[src/rtl/colide_scan.sv]
`default_nettype none
// +--------------------------------------------------------------------------+
// | colide_scan: per-frame scan of an obstacle segment table, reporting      |
// | contact on all four sides of the square object.      Revision: 1.0       |
// +--------------------------------------------------------------------------+
module colide_scan #(
  parameter int N_OBST = 10,
  parameter int X_W    = 10,
  parameter int Y_W    = 9,
  parameter int T_W    = 7,
  parameter int MARGIN = 1
) (
  input  logic                      VGA_clk,
  input  logic                      reset,
  input  logic                      wr_en,
  input  logic [$clog2(N_OBST)-1:0] wr_addr,
  input  logic                      wr_valid,
  input  logic                      wr_vert,
  input  logic [X_W-1:0]            wr_pos,
  input  logic [X_W-1:0]            wr_ini,
  input  logic [X_W-1:0]            wr_fin,
  input  logic                      start,
  input  logic [X_W-1:0]            xPos,
  input  logic [Y_W-1:0]            yPos,
  input  logic [T_W-1:0]            tamanho,
  output logic                      busy,
  output logic                      done,
  output logic                      colisao_min_y,
  output logic                      colisao_max_y,
  output logic                      colisao_min_x,
  output logic                      colisao_max_x
);

  localparam int A_W = $clog2(N_OBST);
  localparam int C_W = X_W + 1;

  typedef enum logic [1:0] {
    ST_IDLE = 2'd0,
    ST_SCAN = 2'd1,
    ST_DONE = 2'd2
  } state_t;

  state_t         state_q, state_d;
  logic [A_W-1:0] idx_q, idx_d;
  logic [X_W-1:0] x_q, x_d;
  logic [Y_W-1:0] y_q, y_d;
  logic [T_W-1:0] t_q, t_d;
  logic [3:0]     acc_q, acc_d;
  logic [3:0]     flags_q, flags_d;
  logic           done_q, done_d;

  logic [N_OBST-1:0] valid_q, valid_d;
  logic [N_OBST-1:0] vert_q, vert_d;
  logic [X_W-1:0]    pos_q [N_OBST];
  logic [X_W-1:0]    pos_d [N_OBST];
  logic [X_W-1:0]    ini_q [N_OBST];
  logic [X_W-1:0]    ini_d [N_OBST];
  logic [X_W-1:0]    fin_q [N_OBST];
  logic [X_W-1:0]    fin_d [N_OBST];

  // All compares are one bit wider than the coordinates so R/B never wrap.
  logic [C_W-1:0] x_e, y_e, r_e, b_e, r_m, b_m;
  logic [C_W-1:0] pos_e, ini_e, fin_e, pos_m;
  logic           live, is_vert, ovx, ovy;
  logic [3:0]     hit;

  always_comb begin
    valid_d = valid_q;
    vert_d  = vert_q;
    pos_d   = pos_q;
    ini_d   = ini_q;
    fin_d   = fin_q;
    if (wr_en && (int'(wr_addr) < N_OBST)) begin
      valid_d[wr_addr] = wr_valid;
      vert_d[wr_addr]  = wr_vert;
      pos_d[wr_addr]   = wr_pos;
      ini_d[wr_addr]   = wr_ini;
      fin_d[wr_addr]   = wr_fin;
    end
  end

  always_comb begin
    x_e     = C_W'(x_q);
    y_e     = C_W'(y_q);
    r_e     = x_e + C_W'(t_q);
    b_e     = y_e + C_W'(t_q);
    r_m     = r_e + C_W'(MARGIN);
    b_m     = b_e + C_W'(MARGIN);
    pos_e   = C_W'(pos_q[idx_q]);
    ini_e   = C_W'(ini_q[idx_q]);
    fin_e   = C_W'(fin_q[idx_q]);
    pos_m   = pos_e + C_W'(MARGIN);
    live    = valid_q[idx_q] && (ini_e < fin_e);
    is_vert = vert_q[idx_q];
    ovx     = (r_e > ini_e) && (x_e < fin_e);
    ovy     = (b_e > ini_e) && (y_e < fin_e);
    hit[3]  = live && !is_vert && ovx && (pos_e < y_e) && (y_e <= pos_m);
    hit[2]  = live && !is_vert && ovx && (b_e <= pos_e) && (pos_e < b_m);
    hit[1]  = live && is_vert && ovy && (pos_e < x_e) && (x_e <= pos_m);
    hit[0]  = live && is_vert && ovy && (r_e <= pos_e) && (pos_e < r_m);
  end

  always_comb begin
    state_d = state_q;
    idx_d   = idx_q;
    x_d     = x_q;
    y_d     = y_q;
    t_d     = t_q;
    acc_d   = acc_q;
    flags_d = flags_q;
    done_d  = 1'b0;
    case (state_q)
      ST_IDLE: begin
        if (start) begin
          state_d = ST_SCAN;
          x_d     = xPos;
          y_d     = yPos;
          t_d     = tamanho;
          idx_d   = '0;
          acc_d   = '0;
        end
      end
      ST_SCAN: begin
        acc_d = acc_q | hit;
        if (idx_q == A_W'(N_OBST - 1)) begin
          state_d = ST_DONE;
        end else begin
          idx_d = idx_q + A_W'(1);
        end
      end
      ST_DONE: begin
        flags_d = acc_q;
        done_d  = 1'b1;
        state_d = ST_IDLE;
      end
      default: state_d = ST_IDLE;
    endcase
  end

  always_ff @(negedge VGA_clk or posedge reset) begin
    if (reset) begin
      state_q <= ST_IDLE;
      idx_q   <= '0;
      x_q     <= '0;
      y_q     <= '0;
      t_q     <= '0;
      acc_q   <= '0;
      flags_q <= '0;
      done_q  <= 1'b0;
      valid_q <= '0;
      vert_q  <= '0;
      pos_q   <= '{default: '0};
      ini_q   <= '{default: '0};
      fin_q   <= '{default: '0};
    end else begin
      state_q <= state_d;
      idx_q   <= idx_d;
      x_q     <= x_d;
      y_q     <= y_d;
      t_q     <= t_d;
      acc_q   <= acc_d;
      flags_q <= flags_d;
      done_q  <= done_d;
      valid_q <= valid_d;
      vert_q  <= vert_d;
      pos_q   <= pos_d;
      ini_q   <= ini_d;
      fin_q   <= fin_d;
    end
  end

  assign busy          = (state_q != ST_IDLE);
  assign done          = done_q;
  assign colisao_min_y = flags_q[3];
  assign colisao_max_y = flags_q[2];
  assign colisao_min_x = flags_q[1];
  assign colisao_max_x = flags_q[0];

endmodule
`default_nettype wire

[config.mk]
export PLATFORM = sky130hd
export DESIGN_NAME = colide_scan
export DESIGN_NICKNAME = d
export VERILOG_FILES = /design/src/rtl/colide_scan.sv
export SDC_FILE = /design/constraint.sdc
export NUM_CORES = 1
export LEC_CHECK = 0
export CAP_MARGIN = 20
export CORE_UTILIZATION = 45
export CTS_CLUSTER_SIZE = 40
export DETAILED_ROUTE_END_ITERATION = 12
export PLACE_DENSITY = 0.73
export SLEW_MARGIN = 40
export SYNTH_ARGS = -nofsm -noshare
export SYNTH_HDL_FRONTEND = slang
export SYNTH_SLANG_ARGS = --single-unit
[constraint.sdc]
create_clock -name VGA_clk -period 15.55 [get_ports VGA_clk]
set_input_delay 1.555 -clock VGA_clk [delete_from_list [all_inputs] [get_ports VGA_clk]]
set_output_delay 1.555 -clock VGA_clk [all_outputs]
set_load 0.05 [all_outputs]
======== Yosys cells after proc, flatten, opt, wreduce, memory -nomap -nowiden ========
Index checks and enable logic that the tools add are counted.
storage, ports and cells
  register bits after elaboration ......... 361
  input bits .............................. 66
  output and inout bits ................... 6
  logic and storage cells ................. 131
operators by class
  $add $sub $neg .......................... 6
  magnitude comparators ................... 20
  equality and inequality tests ........... 6
  multiplexer cells ....................... 30
  bitwise operators ....................... 3
  reduce and logical (&&, ||, !) cells .... 26
operator list
  operator                                                               count
  100-bit bitwise mux                                                    3
  10-bit binary-select mux with 4-bit select                             3
  10-bit two-way mux                                                     7
  10-bit demux with 4-bit select                                         1
  10-bit < comparator                                                    3
  10-bit by 1-bit adder with 11-bit output (second input constant)       2
  10-bit by 11-bit < comparator with 1-bit output                        2
  10-bit bitwise mux                                                     2
  1-bit logical AND                                                      18
  4-bit one-hot mux with 2 select lines                                  2
  10-bit by 7-bit adder with 11-bit output                               1
  11-bit by 1-bit adder with 11-bit output (second input constant)       1
  11-bit by 10-bit > comparator with 1-bit output                        1
  10-bit by 11-bit <= comparator with 1-bit output                       1
  11-bit by 10-bit <= comparator with 1-bit output                       1
  9-bit by 11-bit <= comparator with 1-bit output                        1
  9-bit by 7-bit adder with 10-bit output                                1
  5-bit >= comparator (second input constant)                            2
  10-bit > comparator                                                    1
  10-bit <= comparator                                                   1
  10-bit by 9-bit < comparator with 1-bit output                         1
  4-bit by 5-bit < comparator with 1-bit output (second input constant)  2
  9-bit by 10-bit < comparator with 1-bit output                         1
  4-bit inverter with 5-bit output                                       2
  other kinds (20)                                                       31

======== Logic depth before layout (Yosys ltp) ========
Gate-level depths: netlist (run 1).
  depth after elaboration ................. 12
  mapped depth ............................ 20
  mapped depth without buffers ............ 20

==> reports/metrics.yaml, run 1 <==
outcome:
  status: "finished, final reports clean"
route:
  wl_per_cell_microns: 21.6
  wirelength_microns: 49500
  remaining_drc_errors: 0
  ant_nets: 0
  drt_iter0_markers: 804
  drt_first_pass_iters: 5
  vias_per_cell: 5.79
  vias: 13277
critical_path:
  path_cells: "clkdlybuf4s50_1 -> nor2_1 -> nand4_1 -> buf_4 -> mux2_2"
  crit_path_start_kind: "primary input"
  path_max_fanout: 21
  crit_type: "in2reg"
  r2r_setup_slack_ns: 10.41
  rr_endpoint: "acc_q[0]"
  reg2reg_depth: 15
  critical-path-slowest-cell: "nand4_1"
  cp.required_ns: 8.17
  r2r-start: "idx_q[1]"
  cpPeakStageDelay_ns: 0.72
  end_kind: "flip-flop"
  arrival_ns: 4.05
grt:
  grt_pass1_vias: 13447
  gr-total-overflow: 0
  grtUsageTotal: 0.223
  antenna_found_initial: 0
  grt_max_degree: 167
  grt_pass1_wl_microns: 76600
clock_tree:
  insertion_delay_ns: 0.57
  cts.root.buffer_cell: "clkbuf_16"
  ctsHoldBuffers: 0
  cts.htree.levels: 2
  cts_setup_buffers: 0
  clkSinkCount: 361
  cts_resized: 0
  clkTransAtPathRegs_ns: 0.04
  numCtsBuffers: 40
  clockBufferDepth: 3
  tritoncts: "done"
synthesis:
  synth_ff_type: "dfrtn_1"
  postSynth.asyncResetShare: 1.00
  synthCells: 1637
  synth_fa_ha_area_frac: 0.0893
  synth_mux_area_frac: 0.271
  syn_area_per_cell_sq_um: 12.2
  ys_seq_elements: 361
  ys_types: 74
  synth_compound_area_frac: 0.0767
  yosys_warnings: 0
  synth_top_family_by_area: "multiplexers"
  syn_nets: 1844
  yosys.area_share.simple: 0.0607
  synthXorXnorAreaFrac: 0.0162
  netlist_area_sq_um: 20000
  ys_seq_area_frac: 0.451
  synth_edf_count: 0
pwr:
  p_leak_nw: 10.1
  powerDensity_nw_per_um2: 231
  p_sw_frac: 0.417
  net-switching-power_mw: 2.20
  intPower_mw: 3.08
  power_frac_clock: 0.187
  pwr-share-seq: 0.262
  comb_power_share: 0.551
  irDropWorstVdd_mv: 0.0970
final_layout:
  diodes: 0
  seq_area_sq_um: 9030
  drive_gt1_frac: 0.293
  fin_nets: 1886
  fillers: 3723
  multi_input_comb_area_sq_um: 10400
  stdcell_count: 2292
  area.growth.synth_to_final_pct: 13.8
sta:
  fin_skew_ns: 0.0221
  setup_viol: 0
  worstMarginPinSlew_ns: 0.953
  tns_ns: 0
  drv_slew: 0
  hold_viol: 0
  slew_headroom: 0.362
  rsz0062_at_grt: "no"
floorplanning:
  die-width_microns: 213
  initial_core_util: 0.460
  core_sq_um: 43600
  rows: 76
  fp.dieH_microns: 213
  design.portCount: 72
  dieArea_sq_um: 45400
min_path:
  min_path_type: "reg2reg"
  worstHoldEndpoint: "ini_q[21]"
  hold_start: "ini_q[21]"
  holdPathStages: 1
placement:
  io_buffers: 71
  dp_cells: 2220
  gp_congestion: 0.884
  hpwlAfterDp_microns: 32800
job:
  cap_viol_max_count: 0
## worst max path at each step
| stage | start | end | slack (ns) |
|---|---|---|---|
| floorplan | reset | acc_q[0] | 1.56 |
| global placement | wr_en | fin_q[15] | 3.43 |
| detailed placement | wr_addr[2] | ini_q[60] | 3.53 |
| CTS | wr_addr[2] | ini_q[64] | 4.11 |
| global route | wr_addr[2] | ini_q[67] | 4.01 |
| finish | wr_addr[2] | ini_q[64] | 4.12 |
## cell type report
| class | instances | area share |
|---|---|---|
| clock buffer | 54 | 0.0488 |
| clock inverter | 16 | 0.0111 |
| inverter | 60 | 0.0100 |
| multi-input combinational | 1109 | 0.455 |
| sequential | 361 | 0.396 |
| tap | 585 | 0.0321 |
| timing repair buffer | 107 | 0.0472 |
## metrics by stage
step	power [mW]	setup WS [ns]	instance area, sq um	util	hold slack, ns
after floorplan	3.47	1.56	20000	-	0.405
after global placement	4.11	3.43	21300	0.489	0.440
after detailed placement	4.25	3.53	21400	0.491	0.448
after CTS	5.26	4.11	22700	0.522	0.449
after global routing	5.65	4.01	22800	0.524	0.457
final	5.28	4.12	22800	0.524	0.445
## sequential cells by signal, indices dropped and copies added (netlist names)
register / flops
fin_q: 100
flags_q: 4
state_q: 2
x_q: 10
vert_q: 10
ini_q: 100
acc_q: 4
pos_q: 100
t_q: 7
done: 1
idx_q: 4
y_q: 9
valid_q: 10
## placed cells by master (no fill, tap or decap), types with 5 or more instances in the layout
| cell | count |
|---|---|
| dfrtn_1 | 361 |
| mux2_2 | 340 |
| ha_1 | 139 |
| nand2_1 | 73 |
| clkdlybuf4s50_1 | 71 |
| a21oi_1 | 69 |
| nor2_1 | 68 |
| inv_1 | 57 |
| mux2i_1 | 52 |
| o21ai_0 | 48 |
| mux4_2 | 40 |
| clkbuf_16 | 40 |
| buf_4 | 29 |
| xnor2_1 | 27 |
| a21o_1 | 24 |
| nand3_1 | 24 |
| nor2b_1 | 23 |
| nand4_1 | 17 |
| nor3_1 | 12 |
| o21a_1 | 11 |
| xor2_1 | 10 |
| a31oi_1 | 10 |
| nand2b_1 | 9 |
| o22a_1 | 9 |
| clkbuf_1 | 8 |
| a211oi_1 | 7 |
| mux4_1 | 6 |
| clkbuf_8 | 6 |
| o211ai_1 | 5 |
| o221ai_1 | 5 |
| o2111ai_1 | 5 |
| clkinv_2 | 5 |
| bufinv_16 | 5 |
## cell usage after synthesis, types with 10 or more instances
cell,n,area [sq um]
nor2b_1,23,144
mux4_2,40,901
xor2_1,10,87.6
nor3_1,13,65.1
mux2i_1,52,521
o21a_1,11,82.6
ha_1,139,1740
a31oi_1,12,75.1
buf_1,44,165
nand3_1,25,125
inv_1,58,218
buf_2,12,60.1
xnor2_1,27,236
mux2_2,340,3830
nand4_1,17,106
nor2_1,69,259
a21oi_1,69,345
dfrtn_1,361,9030
a21o_1,24,180
nand2_1,75,282
o21ai_0,50,250
clkbuf_1,39,146
## worst max-delay path: cells and delay by family
kind / cells / cell delay [ns]
simple gates: 2 / 1.10
mux: 1 / 0.32
buf+inv: 2 / 1.06
## power groups by stage
stage | registers (mW) | logic (mW) | clock network (mW)
after floorplan | 1.32 | 2.14 | 0
after global placement | 1.38 | 2.73 | 0
after detailed placement | 1.39 | 2.86 | 0
after CTS | 1.38 | 2.88 | 1.00
after global routing | 1.41 | 3.20 | 1.04
final | 1.38 | 2.91 | 0.988
## per-layer routing
layer  vias up  part of all wire  global-route usage
li1       6048                 -                   -
met1      6844              0.44               0.297
met5         -                 0                   0
met2       308              0.48               0.370
met4         0             0.026              0.0749
met3        77             0.048              0.0344
## cell families after synthesis
family                     after synthesis
adders and majority gates              142
DFF                                    361
muxes                                  439
buffers and inverters                  167
AOI/OAI and AO/OA                      235
and+or+nand+nor                        256
xor gates and xnor gates                37
No activity file was read; power rests on OpenSTA's default activity.
==> run 2, diff against run 1 <==
- clock period: 15.55 -> 11.9 ns (I/O delays scaled with it)
==> reports/metrics.yaml, run 2 (synthesis results as in run 1) <==
route:
  vias: 13470
  ant_nets: 0
  vias_per_cell: 5.87
  drt_iter0_markers: 919
  remaining_drc_errors: 0
  wirelength_microns: 50300
  drt_first_pass_iters: 5
  wl_per_cell_microns: 21.9
final_layout:
  most-common-layout-cells: "361 x dfrtn_1, 340 x mux2_2, 139 x ha_1, 73 x nand2_1, 71 x clkdlybuf4s50_1"
  drive_gt1_frac: 0.292
  area.growth.synth_to_final_pct: 13.4
  final_common_cell: "dfrtn_1"
  fin_nets: 1888
  fin_area_sq_um: 22700
  reg_top3: "fin_q: 100 flops, ini_q: 100 flops, pos_q: 100 flops"
placement:
  dp_slack_ns: 1.98
  dpl_cell_area_sq_um: 21400
  io_buffers: 71
  hpwlAfterDp_microns: 33500
  gp_congestion: 0.931
clock_tree:
  cts.htree.levels: 2
  insertion_delay_ns: 0.55
  clockBufferDepth: 3
  numCtsBuffers: 40
  ctsHoldBuffers: 0
  cts_setup_buffers: 0
  clkTransAtPathRegs_ns: 0.04
  cts_resized: 0
  clkSinkCount: 361
  cts.root.buffer_cell: "clkbuf_16"
  tritoncts: "done"
grt:
  gr-total-overflow: 0
  grt_max_degree: 89
  antenna_found_initial: 4
  grtUsageTotal: 0.230
  grt_pass1_vias: 14010
  grt_pass1_wl_microns: 79700
floorplanning:
  fp.dieH_microns: 213
  design.portCount: 72
  dieArea_sq_um: 45400
  core_sq_um: 43600
  die-width_microns: 213
  rows: 76
  initial_core_util: 0.460
critical_path:
  crit_type: "in2reg"
  path_max_fanout: 25
  end_kind: "flip-flop"
  path_cells: "clkdlybuf4s50_1 -> nor2b_1 -> nand2_1 -> nor3b_2 -> buf_4 -> mux2_2"
  crit_path_start_kind: "primary input"
  arrival_ns: 3.84
  cpPeakStageDelay_ns: 0.64
  critical-path-slowest-cell: "nor3b_2"
  cp.required_ns: 6.34
job:
  cap_viol_max_count: 0
sta:
  setup_viol: 0
  tns_ns: 0
  rsz0062_at_grt: "no"
  fin_ws_ns: 2.50
  worstMarginPinSlew_ns: 0.805
  drv_slew: 0
  slew_headroom: 0.463
  fin_skew_ns: 0.0117
  hold_viol: 0
outcome:
  status: "finished, final reports clean"
min_path:
  min_path_type: "reg2reg"
pwr:
  p_leak_nw: 10.1
  irDropWorstVdd_mv: 0.153
  powerDensity_nw_per_um2: 302
run 2: cell count changes in the layout (fill, tap and decap cells not counted), moves of 2 or more:
cell        before  now
clkinvlp_4       3    1
clkinv_4         2    0
clkbuf_1         8   11
a31oi_1         10    6
buf_4           29   33
a31oi_2          2    6
diode_2          0    2
clkbuf_8         6    3
run 2: power by group:
group | switching [mW] | leakage [nW] | internal, mW
sequential | 0.232 | 4.44 | 1.57
combinational | 2.15 | 5.02 | 1.68
clock | 0.502 | 0.633 | 0.745
total | 2.88 | 10.1 | 4.00
run 2: area by class of cell:
cell class                 count  area (sq um)
sequential                   361          9030
tap                          585           732
antenna                        2          5.00
clock buffer                  54          1080
clock inverter                13           205
fill                        3745         20800
inverter                      60           229
timing repair buffer         109          1060
multi-input combinational   1109         10400
run 2: path summary, 6_finish.rpt:
kind                            slack, ns  startpoint  cells past startpoint        end
worst max register to register       6.23    idx_q[0]                     17   acc_q[1]
max in group asynchronous            3.84       reset                      4  pos_q[18]
worst min register to register       0.44    acc_q[1]                      2   acc_q[1]
min in group asynchronous            6.79       reset                      2  fin_q[26]
worst min-delay path                 0.44    acc_q[1]                      2   acc_q[1]
worst max-delay path                 2.50       wr_en                      6   ini_q[3]
run 2: routing by layer:
metal	track usage	part of all wire
met1	0.312	0.44
met2	0.362	0.46
met3	0.0481	0.058
met4	0.0876	0.034
met5	0	0.00034
run 2: per-stage QoR:
stage                     utilization  power [mW]  std cells  hold slack, ns
after CTS                       0.522        6.87       2290           0.443
after global placement          0.489        5.40       2220           0.429
after detailed placement        0.492        5.58       2223           0.444
final                           0.522        6.88       2293           0.442
after floorplan                     -        4.53       1637           0.405
after global routing            0.522        7.43       2292           0.450
run 2: critical path: cells and delay by family:
family	cells	cell delay, ns
buf+inv	2	1.09
mux	1	0.39
simple gates	3	1.15
==> run 3, diff against run 2 <==
- PLACE_DENSITY: 0.73 -> 0.75
- clock period: 11.9 -> 8.15 ns (I/O delays scaled with it)
==> reports/metrics.yaml, run 3 (synthesis results as in run 1) <==
critical_path:
  path_cells: "nor2_1 -> inv_1 -> clkdlybuf4s50_1"
  end_kind: "output pin"
  crit_type: "reg2out"
  reg2reg_depth: 16
  cpPeakStageDelay_ns: 0.79
  cp.required_ns: 7.34
  critical-path-slowest-cell: "clkdlybuf4s50_1"
  crit_path_start_kind: "flip-flop"
  rr_endpoint: "acc_q[0]"
  path_max_fanout: 5
  r2r-start: "idx_q[0]"
  arrival_ns: 6.05
  endpoint: "busy"
  r2r_setup_slack_ns: 3.10
  critPathLaunch: "state_q[0]"
sta:
  rsz0062_at_grt: "no"
  hold_viol: 0
  worstMarginPinSlew_ns: 0.928
  slew_headroom: 0.379
  fin_skew_ns: 0.0166
  hold_slack_ns: 0.444
  fin_ws_ns: 1.28
  tns_ns: 0
  drv_slew: 0
  setup_viol: 0
clock_tree:
  cts.root.buffer_cell: "clkbuf_16"
  cts_resized: 0
  ctsHoldBuffers: 0
  insertion_delay_ns: 0.56
  cts.htree.levels: 2
  numCtsBuffers: 40
  clkSinkCount: 361
  clkTransAtPathRegs_ns: 0.04
  cts_setup_buffers: 0
  clockBufferDepth: 3
  tritoncts: "done"
pwr:
  powerDensity_nw_per_um2: 436
  p_leak_nw: 10.1
  irDropWorstVdd_mv: 0.300
route:
  vias: 13366
  drt_iter0_markers: 740
  vias_per_cell: 5.81
  wirelength_microns: 49700
  ant_nets: 0
  drt_first_pass_iters: 5
  remaining_drc_errors: 0
  wl_per_cell_microns: 21.6
min_path:
  min_path_type: "reg2reg"
final_layout:
  fillers: 3767
  fin_nets: 1894
  reg_top3: "fin_q: 100 flops, ini_q: 100 flops, pos_q: 100 flops"
  fin_util: 0.522
  final_common_cell: "dfrtn_1"
  area.growth.synth_to_final_pct: 13.4
  drive_gt1_frac: 0.292
  most-common-layout-cells: "361 x dfrtn_1, 340 x mux2_2, 139 x ha_1, 73 x nand2_1, 71 x clkdlybuf4s50_1"
placement:
  gp_congestion: 0.940
  io_buffers: 71
  hpwlAfterDp_microns: 33400
  dp_slack_ns: 0.931
floorplanning:
  dieArea_sq_um: 45400
  core_sq_um: 43600
  initial_core_util: 0.460
  fp.dieH_microns: 213
  rows: 76
  design.portCount: 72
  die-width_microns: 213
grt:
  antenna_found_initial: 3
  grt_pass1_vias: 14041
  gr-total-overflow: 0
  grt_pass1_wl_microns: 79700
  grtUsageTotal: 0.229
  grt_max_degree: 86
outcome:
  status: "finished, final reports clean"
job:
  cap_viol_max_count: 0
-- run 3: report_power, final --
part | switching, mW | internal [mW] | total, mW
clock network | 0.732 | 0.974 | 1.71
registers | 0.353 | 2.29 | 2.64
logic | 3.10 | 2.47 | 5.57
total | 4.18 | 5.73 | 9.92
-- run 3: area by class of cell --
cell class / instances / area, sq um / area share
inverters: 60 / 229 / 0.0101
clock buffers: 59 / 1140 / 0.0503
clock inverters: 9 / 87.6 / 0.00385
multi-input cells: 1109 / 10300 / 0.455
repair buffers: 115 / 1150 / 0.0507
diodes: 1 / 2.50 / 0.000110
well taps: 585 / 732 / 0.0322
flip-flops and latches: 361 / 9030 / 0.398
-- run 3: worst min-delay path by stage --
stage               startpoint   endpoint  slack, ns  cells after the start
floorplan             acc_q[1]   acc_q[1]       0.40                      2
global placement     pos_q[51]  pos_q[51]       0.44                      1
detailed placement   pos_q[93]  pos_q[93]       0.45                      1
CTS                  pos_q[93]  pos_q[93]       0.45                      1
global route         fin_q[26]  fin_q[26]       0.46                      1
finish               pos_q[93]  pos_q[93]       0.44                      1
-- run 3: metrics by stage --
stage,instances,area [sq um],power (mW)
floorplan,1637,20000,6.62
global placement,2228,21400,7.85
finish,2299,22700,9.92
CTS,2298,22700,9.90
global route,2299,22700,10.7
detailed placement,2230,21500,8.14
-- run 3: critical path: cells and delay by family (launching register included) --
kind	cells	cell delay [ns]
DFF	1	0.45
buffers and inverters	2	0.85
and+or+nand+nor	1	0.11
-- run 3: routing by layer --
layer	GRT usage	wire, microns	vias to the layer above
met5	0	13	-
met4	0.0685	1220	2
met3	0.0391	2580	89
met2	0.377	23900	351
met1	0.309	22000	6834
li1	-	-	6090
